### config.mk
export PLATFORM = sky130hd
export DESIGN_NAME = vlsu_axi_txn_limiter
export DESIGN_NICKNAME = d
export VERILOG_FILES = /design/src/rtl/vlsu_axi_txn_limiter.sv
export SDC_FILE = /design/constraint.sdc
export NUM_CORES = 1
export LEC_CHECK = 0
export CAP_MARGIN = 20
export CORE_AREA = 5 5 231 233
export CTS_CLUSTER_DIAMETER = 80
export DETAILED_ROUTE_END_ITERATION = 8
export DIE_AREA = 0 0 236 238
export SLEW_MARGIN = 0
export SYNTH_ARGS = -nofsm -noshare
export SYNTH_HDL_FRONTEND = slang
export SYNTH_SLANG_ARGS = --single-unit
### constraint.sdc
create_clock -name clk_i -period 2.3 [get_ports clk_i]
set_clock_uncertainty 0.2 [all_clocks]
set_input_delay 0.69 -clock clk_i [delete_from_list [all_inputs] [get_ports clk_i]]
set_output_delay 0.69 -clock clk_i [all_outputs]
set_load 0.02 [all_outputs]
### src/rtl/vlsu_axi_txn_limiter.sv
// Outstanding-burst limiter and status tracker between the VLSU and its AXI memory cut.
// Optional stall counters are compiled in with VLSU_TXN_PERF_EN.
module vlsu_axi_txn_limiter #(
   parameter int unsigned MaxRdTxn = 8,
   parameter int unsigned MaxWrTxn = 8,
   parameter int unsigned ArWidth  = 64,
   parameter int unsigned AwWidth  = 64,
   parameter int unsigned WWidth   = 73,
   parameter int unsigned RWidth   = 70,
   parameter int unsigned BWidth   = 8
) (
   input  logic              clk_i,
   input  logic              rst_ni,
   input  logic [ArWidth-1:0] slv_ar_i,
   input  logic              slv_ar_valid_i,
   output logic              slv_ar_ready_o,
   output logic [ArWidth-1:0] mst_ar_o,
   output logic              mst_ar_valid_o,
   input  logic              mst_ar_ready_i,
   input  logic [AwWidth-1:0] slv_aw_i,
   input  logic              slv_aw_valid_i,
   output logic              slv_aw_ready_o,
   output logic [AwWidth-1:0] mst_aw_o,
   output logic              mst_aw_valid_o,
   input  logic              mst_aw_ready_i,
   input  logic [WWidth-1:0]  slv_w_i,
   input  logic              slv_w_last_i,
   input  logic              slv_w_valid_i,
   output logic              slv_w_ready_o,
   output logic [WWidth-1:0]  mst_w_o,
   output logic              mst_w_last_o,
   output logic              mst_w_valid_o,
   input  logic              mst_w_ready_i,
   input  logic [RWidth-1:0]  mst_r_i,
   input  logic              mst_r_last_i,
   input  logic [1:0]        mst_r_resp_i,
   input  logic              mst_r_valid_i,
   output logic              mst_r_ready_o,
   output logic [RWidth-1:0]  slv_r_o,
   output logic              slv_r_last_o,
   output logic              slv_r_valid_o,
   input  logic              slv_r_ready_i,
   input  logic [BWidth-1:0]  mst_b_i,
   input  logic [1:0]        mst_b_resp_i,
   input  logic              mst_b_valid_i,
   output logic              mst_b_ready_o,
   output logic [BWidth-1:0]  slv_b_o,
   output logic              slv_b_valid_o,
   input  logic              slv_b_ready_i,
   output logic              load_pending_o,
   output logic              store_pending_o,
   output logic              load_complete_o,
   output logic              store_complete_o,
   output logic              err_o,
   input  logic              err_clr_i
`ifdef VLSU_TXN_PERF_EN
   ,
   output logic [31:0]       rd_stall_cnt_o,
   output logic [31:0]       wr_stall_cnt_o
`endif
);

   localparam int unsigned RdCntW = $clog2(MaxRdTxn + 1);
   localparam int unsigned WrCntW = $clog2(MaxWrTxn + 1);

   logic [RdCntW-1:0] rd_cnt;
   logic [WrCntW-1:0] wr_cnt;
   logic [WrCntW-1:0] w_credit;
   logic              load_complete_q, store_complete_q, err_q;

   logic rd_ok, wr_ok, w_ok;
   logic ar_hs, aw_hs, w_last_hs, r_hs, r_last_hs, b_hs;
   logic rd_underflow, wr_underflow, resp_err;

   // Gates look only at the registered counts; a retire frees a slot one cycle later.
   assign rd_ok = rd_cnt < RdCntW'(MaxRdTxn);
   assign wr_ok = wr_cnt < WrCntW'(MaxWrTxn);
   assign w_ok  = w_credit != '0;

   assign mst_ar_o       = slv_ar_i;
   assign mst_ar_valid_o = slv_ar_valid_i & rd_ok;
   assign slv_ar_ready_o = mst_ar_ready_i & rd_ok;
   assign mst_aw_o       = slv_aw_i;
   assign mst_aw_valid_o = slv_aw_valid_i & wr_ok;
   assign slv_aw_ready_o = mst_aw_ready_i & wr_ok;
   assign mst_w_o        = slv_w_i;
   assign mst_w_last_o   = slv_w_last_i;
   assign mst_w_valid_o  = slv_w_valid_i & w_ok;
   assign slv_w_ready_o  = mst_w_ready_i & w_ok;

   assign slv_r_o        = mst_r_i;
   assign slv_r_last_o   = mst_r_last_i;
   assign slv_r_valid_o  = mst_r_valid_i;
   assign mst_r_ready_o  = slv_r_ready_i;
   assign slv_b_o        = mst_b_i;
   assign slv_b_valid_o  = mst_b_valid_i;
   assign mst_b_ready_o  = slv_b_ready_i;

   assign ar_hs     = slv_ar_valid_i & mst_ar_ready_i & rd_ok;
   assign aw_hs     = slv_aw_valid_i & mst_aw_ready_i & wr_ok;
   assign w_last_hs = slv_w_valid_i & mst_w_ready_i & w_ok & slv_w_last_i;
   assign r_hs      = mst_r_valid_i & slv_r_ready_i;
   assign r_last_hs = r_hs & mst_r_last_i;
   assign b_hs      = mst_b_valid_i & slv_b_ready_i;

   // A retire with nothing outstanding (and no issue to absorb it) is a protocol error.
   assign rd_underflow = r_last_hs & ~ar_hs & (rd_cnt == '0);
   assign wr_underflow = b_hs & ~aw_hs & (wr_cnt == '0);
   assign resp_err     = (r_hs & (mst_r_resp_i == 2'b10 || mst_r_resp_i == 2'b11)) |
                         (b_hs & (mst_b_resp_i == 2'b10 || mst_b_resp_i == 2'b11));

   always_ff @(posedge clk_i) begin
      if (!rst_ni) begin
         rd_cnt           <= '0;
         wr_cnt           <= '0;
         w_credit         <= '0;
         load_complete_q  <= 1'b0;
         store_complete_q <= 1'b0;
         err_q            <= 1'b0;
      end else begin
         if (ar_hs && !r_last_hs)             rd_cnt <= rd_cnt + RdCntW'(1);
         else if (r_last_hs && !ar_hs && !rd_underflow) rd_cnt <= rd_cnt - RdCntW'(1);

         if (aw_hs && !b_hs)                  wr_cnt <= wr_cnt + WrCntW'(1);
         else if (b_hs && !aw_hs && !wr_underflow) wr_cnt <= wr_cnt - WrCntW'(1);

         if (aw_hs && !w_last_hs)             w_credit <= w_credit + WrCntW'(1);
         else if (w_last_hs && !aw_hs)        w_credit <= w_credit - WrCntW'(1);

         load_complete_q  <= r_last_hs & ~rd_underflow;
         store_complete_q <= b_hs & ~wr_underflow;

         if (rd_underflow || wr_underflow || resp_err) err_q <= 1'b1;
         else if (err_clr_i)                           err_q <= 1'b0;
      end
   end

   assign load_pending_o   = rd_cnt != '0;
   assign store_pending_o  = wr_cnt != '0;
   assign load_complete_o  = load_complete_q;
   assign store_complete_o = store_complete_q;
   assign err_o            = err_q;

`ifdef VLSU_TXN_PERF_EN
   logic [31:0] rd_stall_q, wr_stall_q;

   // Cycles lost to the read limit, and to the write limit or missing W credit.
   always_ff @(posedge clk_i) begin
      if (!rst_ni) begin
         rd_stall_q <= '0;
         wr_stall_q <= '0;
      end else begin
         if (slv_ar_valid_i && !rd_ok) rd_stall_q <= rd_stall_q + 32'd1;
         if ((slv_aw_valid_i && !wr_ok) || (slv_w_valid_i && !w_ok))
            wr_stall_q <= wr_stall_q + 32'd1;
      end
   end

   assign rd_stall_cnt_o = rd_stall_q;
   assign wr_stall_cnt_o = wr_stall_q;
`endif

endmodule

Yosys cells after proc, flatten, opt, wreduce, memory -nomap -nowiden
Index checks and enable logic that the tools add are counted.
{ "totals": {"regBits": 15, "output_inout_bits": 296} }
{ "op_classes": {"magnitude_cmp": 2, "n_mux": 8, "eq_ne": 4, "n_bitwise": 29, "n_reduce_logical": 28, "add_sub_neg": 6} }
{ "op_table": {"columns": ["cell", "count"], "rows": [
  ["1-bit AND", 24],
  ["4-bit two-way mux", 6],
  ["4-bit by 1-bit adder with 4-bit output (second input constant)", 3],
  ["4-bit nonzero test", 3],
  ["4-bit by 1-bit subtractor with 4-bit output (second input constant)", 3],
  ["2-bit == test (second input constant)", 4],
  ["1-bit logical AND", 8],
  ["4-bit logical NOT", 2],
  ["4-bit < comparator (second input constant)", 2],
  ["2-bit nonzero test", 4],
  ["1-bit logical NOT", 7],
  ["1-bit logical OR", 4],
  ["1-bit NOT", 4],
  ["1-bit two-way mux", 2],
  ["1-bit OR", 1]
]} }

Logic depth before layout (Yosys ltp)
{ "logic_depth": {"ltp_word": 9, "mapped_depth": 10, "depth_no_buf": 10} }

Least setup slack after synthesis
OpenSTA, ideal clock, no wires.
{ "synth_path": {"path_kind": "in2reg", "from": "in slv_ar_valid_i", "to": "reg rd_cnt[3]", "arrival_time_ns": 2.341, "setup_ns": 0.122, "cell_stages": 9, "setup_slack_ns": -0.363, "cell_sequence": "nor2b_1 > and3_1 > clkbuf_1 > inv_1 > ha_1 > a21oi_1 > nand2_1 > o21ai_0 > a211oi_1"} }
{ "synth_between": {"elab_chain_cells": 8, "elab_cells_between_ends": 12} }
{ "synth_lines": {"columns": ["element", "line", "source"], "rows": [
  ["start, declared", "15", "input logic slv_ar_valid_i,"],
  ["1-bit AND * (2 in a row)", "99", "assign ar_hs = slv_ar_valid_i & mst_ar_ready_i & rd_ok;"],
  ["1-bit NOT", "107", "assign rd_underflow = r_last_hs & ~ar_hs & (rd_cnt == '0);"],
  ["1-bit AND (2 in a row)", "107", null],
  ["1-bit logical NOT", "122", "else if (r_last_hs && !ar_hs && !rd_underflow) rd_cnt <= rd_cnt - RdCntW'(1);"],
  ["1-bit logical AND", "122", null],
  ["2-bit nonzero test (no source line)", null, null],
  ["end signal, assigned", "121", "if (ar_hs && !r_last_hs) rd_cnt <= rd_cnt + RdCntW'(1);"],
  ["end signal, assigned", "122", null],
  ["end, declared", "66", "logic [RdCntW-1:0] rd_cnt;"]
]} }
Every way passes the cells marked *; elsewhere a longest branch is shown, timed or not.
A chain may end at the register's enable or synchronous reset.

Worst setup path after layout
{ "layout_path": {"from": "in slv_w_valid_i", "to": "reg w_credit[3]"} }
{ "layout_between": {"elab_chain_cells": 6, "elab_cells_between_ends": 8} }
{ "layout_lines": {"columns": ["element", "line", "source"], "rows": [
  ["start, declared", "28", "input logic slv_w_valid_i,"],
  ["1-bit AND * (3 in a row)", "101", "assign w_last_hs = slv_w_valid_i & mst_w_ready_i & w_ok & slv_w_last_i;"],
  ["1-bit logical NOT", "127", "if (aw_hs && !w_last_hs) w_credit <= w_credit + WrCntW'(1);"],
  ["1-bit logical AND", "127", null],
  ["4-bit two-way mux or 2-bit nonzero test (tied branches)", null, null],
  ["end signal, assigned", "127", null],
  ["end signal, assigned", "128", "else if (w_last_hs && !aw_hs) w_credit <= w_credit - WrCntW'(1);"],
  ["end, declared", "68", "logic [WrCntW-1:0] w_credit;"]
]} }
Marks and branches as above.

==> summary.txt <==
DRT iter0 DRCs: 43
Core area: 51000 um^2
Status: finished clean
Clock root buffer: clkbuf_16
Nets: 487
Crit Path Max Fanout: 4
Synth area leader: buf_4
Total global routing overflow: 0
Leakage power: 0.804 nW
ANT nets after route: 0
Setup crit end kind: flop
CTS tree: yes
Logic pwr share: 52.9%
Die area: 56200 um^2
Vias in the first global route: 1787
Synth Warn #: 0
Most frequent cell after synthesis: buf_4
Synthesized Nets: 710
Die X: 236 um
Clk sinks: 15
Power Density: 605 nW/um^2
Synth Register Bits: 15
Clk_lat worst skew: 0.26 ns
Highest clock rate: 0.451 GHz
Pins over their slew limit: 0
Syn avg cell area: 7.76 um^2
Cell area after synthesis: 3120 um^2
Count of final setup violators: 0
Sequential share of power: 22.9%
Pin count of the biggest net entering global routing: 21
Initial Util: 6.12%
Ranking of synthesized cells by area: buf_4, dfxtp_1, ha_1
Yosys top cell area share: 68.6%
Cell-internal power: 0.000975 W
Layout Area Growth over Synthesis: -18.1%
Worst EP required: 2.30 ns
H-tree depth: 1
FFs w/ async S/R, synth: 0%
Nature of the critical path startpoint: input pin
Initial antenna violation count: 1
Residual DRC count: 0
Most instantiated cells after synthesis: buf_4, dfxtp_1, nand2_1
Post-route cell area: 2550 um^2
Cells after Synth: 402
Relative slew slack: 76.9%
First-pass GRT wire length: 14000 um
Commonest register cell after synthesis: dfxtp_1
Die Ht: 238 um
Num ports: 594
Total number of vias: 1577
# Max-Cap Violations: 0
Pre-antenna DRT Iters: 3
Synth cell types: 35
Num CTS Buffers: 3
DPL Wire Length: 9470 um
Layout cells sized above 1: 39.9%
Fin. Hold Viols: 0
Setup TNS: 0 ns
Power share of the clock group: 24.2%
Worst VDD drop: 0.290 mV
Worst Hold Class: reg -> reg
WL/cell: 12.8 um
CTS max path bufs: 2
Crit path kind: in -> reg
Rows: 83
Slew @ Worst Pin: 0.346 ns
GRT Overall Usage: 3.76%
I/O Buffers: 33
DP Area: 2400 um^2
CP arrival: 2.22 ns
Via density: 1.83
NetSw: 0.000569 W
Clk slew on worst S/H paths: 0.06 ns
EDFF count, synth: 0
Tcrit/Tclk final: 96.5%
Placer Congestion: 0.645
Seq/Total Area, Yosys: 9.63%
Sw Ratio: 36.9%
Total Routed Length: 11000 um
Min cycle time layout: 2.22 ns
-- power groups by stage --
stage	combinational [W]	sequential, W	clock, W
6_report	0.000817	0.000353	0.000374
5_1_grt	0.000900	0.000360	0.000418
4_1_cts	0.000811	0.000351	0.000406
3_5_place_dp	0.000771	0.000346	0
3_3_place_gp	0.000749	0.000344	0
2_1_floorplan	0.00109	0.000369	0
-- worst max-delay path: stages --
cell and delay [ns]:
dlygate4sd2_1 0.19, nor2b_4 0.15, nand3_2 0.11, ha_4 0.18
inv_4 0.08, ha_4 0.22, a21oi_4 0.14, a211oi_2 0.08
a31oi_1 0.18, mux2i_1 0.19
-- metal layers --
metal	track usage [%]	routed length, um	up-vias
met1	2.40	2580	626
li1	-	-	543
met5	0	0	-
met2	5.49	4850	262
met4	5.01	1410	0
met3	3.41	2210	146
-- cell families (layout without fill, tap and decap cells) --
group | after synthesis | after routing | share of synthesized area [%]
muxes | 3 | 3 | 0.963
DFF | 15 | 15 | 9.63
buffers and inverters | 296 | 72 | 70.0
and+or+nand+nor | 47 | 47 | 7.90
adders and majority gates | 10 | 10 | 4.73
other | 0 | 3 | 0
xor gates and xnor gates | 4 | 4 | 1.12
AOI/OAI and AO/OA | 27 | 27 | 5.66
-- registers in the layout, indices dropped and copies added (netlist names) --
signal,flops
err_o,1
load_complete_o,1
rd_cnt,4
store_complete_o,1
w_credit,4
wr_cnt,4
-- cells in the final DEF, fill, tap and decap left out, drive strengths merged, types with 3 or more instances in the layout --
cell type      netlist  final
a211oi               3      3
a21oi                9      9
and2                 3      3
and3                 4      4
buf                286     39
clkbuf               5      6
clkdlybuf4s50        0      7
dfxtp               15     15
diode                0      3
dlygate4sd2          0     12
fa                   3      3
ha                   7      7
inv                  5      5
mux2i                3      3
nand2               14     14
nand3                5      5
nor2                 4      4
nor2b                5      5
nor3                 3      3
nor4                 3      3
o21ai                4      4
xnor2                3      3
-- final timing paths --
| check | startpoint | endpoint | slack [ns] | cells after the start |
|---|---|---|---|---|
| max | slv_w_valid_i | w_credit[3]$_SDFFE_PN0P_ | 0.08 | 10 |
| min reg2reg | w_credit[3]$_SDFFE_PN0P_ | w_credit[3]$_SDFFE_PN0P_ | 0.32 | 2 |
| min | w_credit[3]$_SDFFE_PN0P_ | w_credit[3]$_SDFFE_PN0P_ | 0.32 | 2 |
| max reg2reg | w_credit[0]$_SDFFE_PN0P_ | w_credit[3]$_SDFFE_PN0P_ | 0.09 | 11 |
-- what timing repair did --
action | in CTS | in global routing
gates resized for setup | 76 | 11
pin swaps | 8 | 7
buffers inserted | 1 | 1
gates cloned | 0 | 0
setup endpoints to repair | 23 | 7
hold buffers | 0 | 0
-- stage by stage --
stage / total power [W] / hold WS [ns] / instances / setup WS, ns / util [%]
after floorplan: 0.00146 / 0.257 / 402 / -0.0324 / -
after global placement: 0.00109 / 0.275 / 852 / -0.566 / 4.72
after detailed placement: 0.00112 / 0.293 / 852 / -0.583 / 4.72
after CTS: 0.00157 / 0.326 / 857 / 0.00602 / 4.97
after global routing: 0.00168 / 0.370 / 859 / -0.00884 / 5.00
final: 0.00154 / 0.324 / 861 / 0.0812 / 5.01
-- final cells by class --
class                   instances  area, um^2
flip-flops and latches         15         302
diodes                          3        7.51
fillers                      6016       48400
clock inverters                 1        5.00
repair buffers                 63         517
multi-input cells              91         776
well taps                     680         851
inverters                       5        21.3
clock buffers                   3        75.1
No activity file was read; power rests on OpenSTA's default activity.
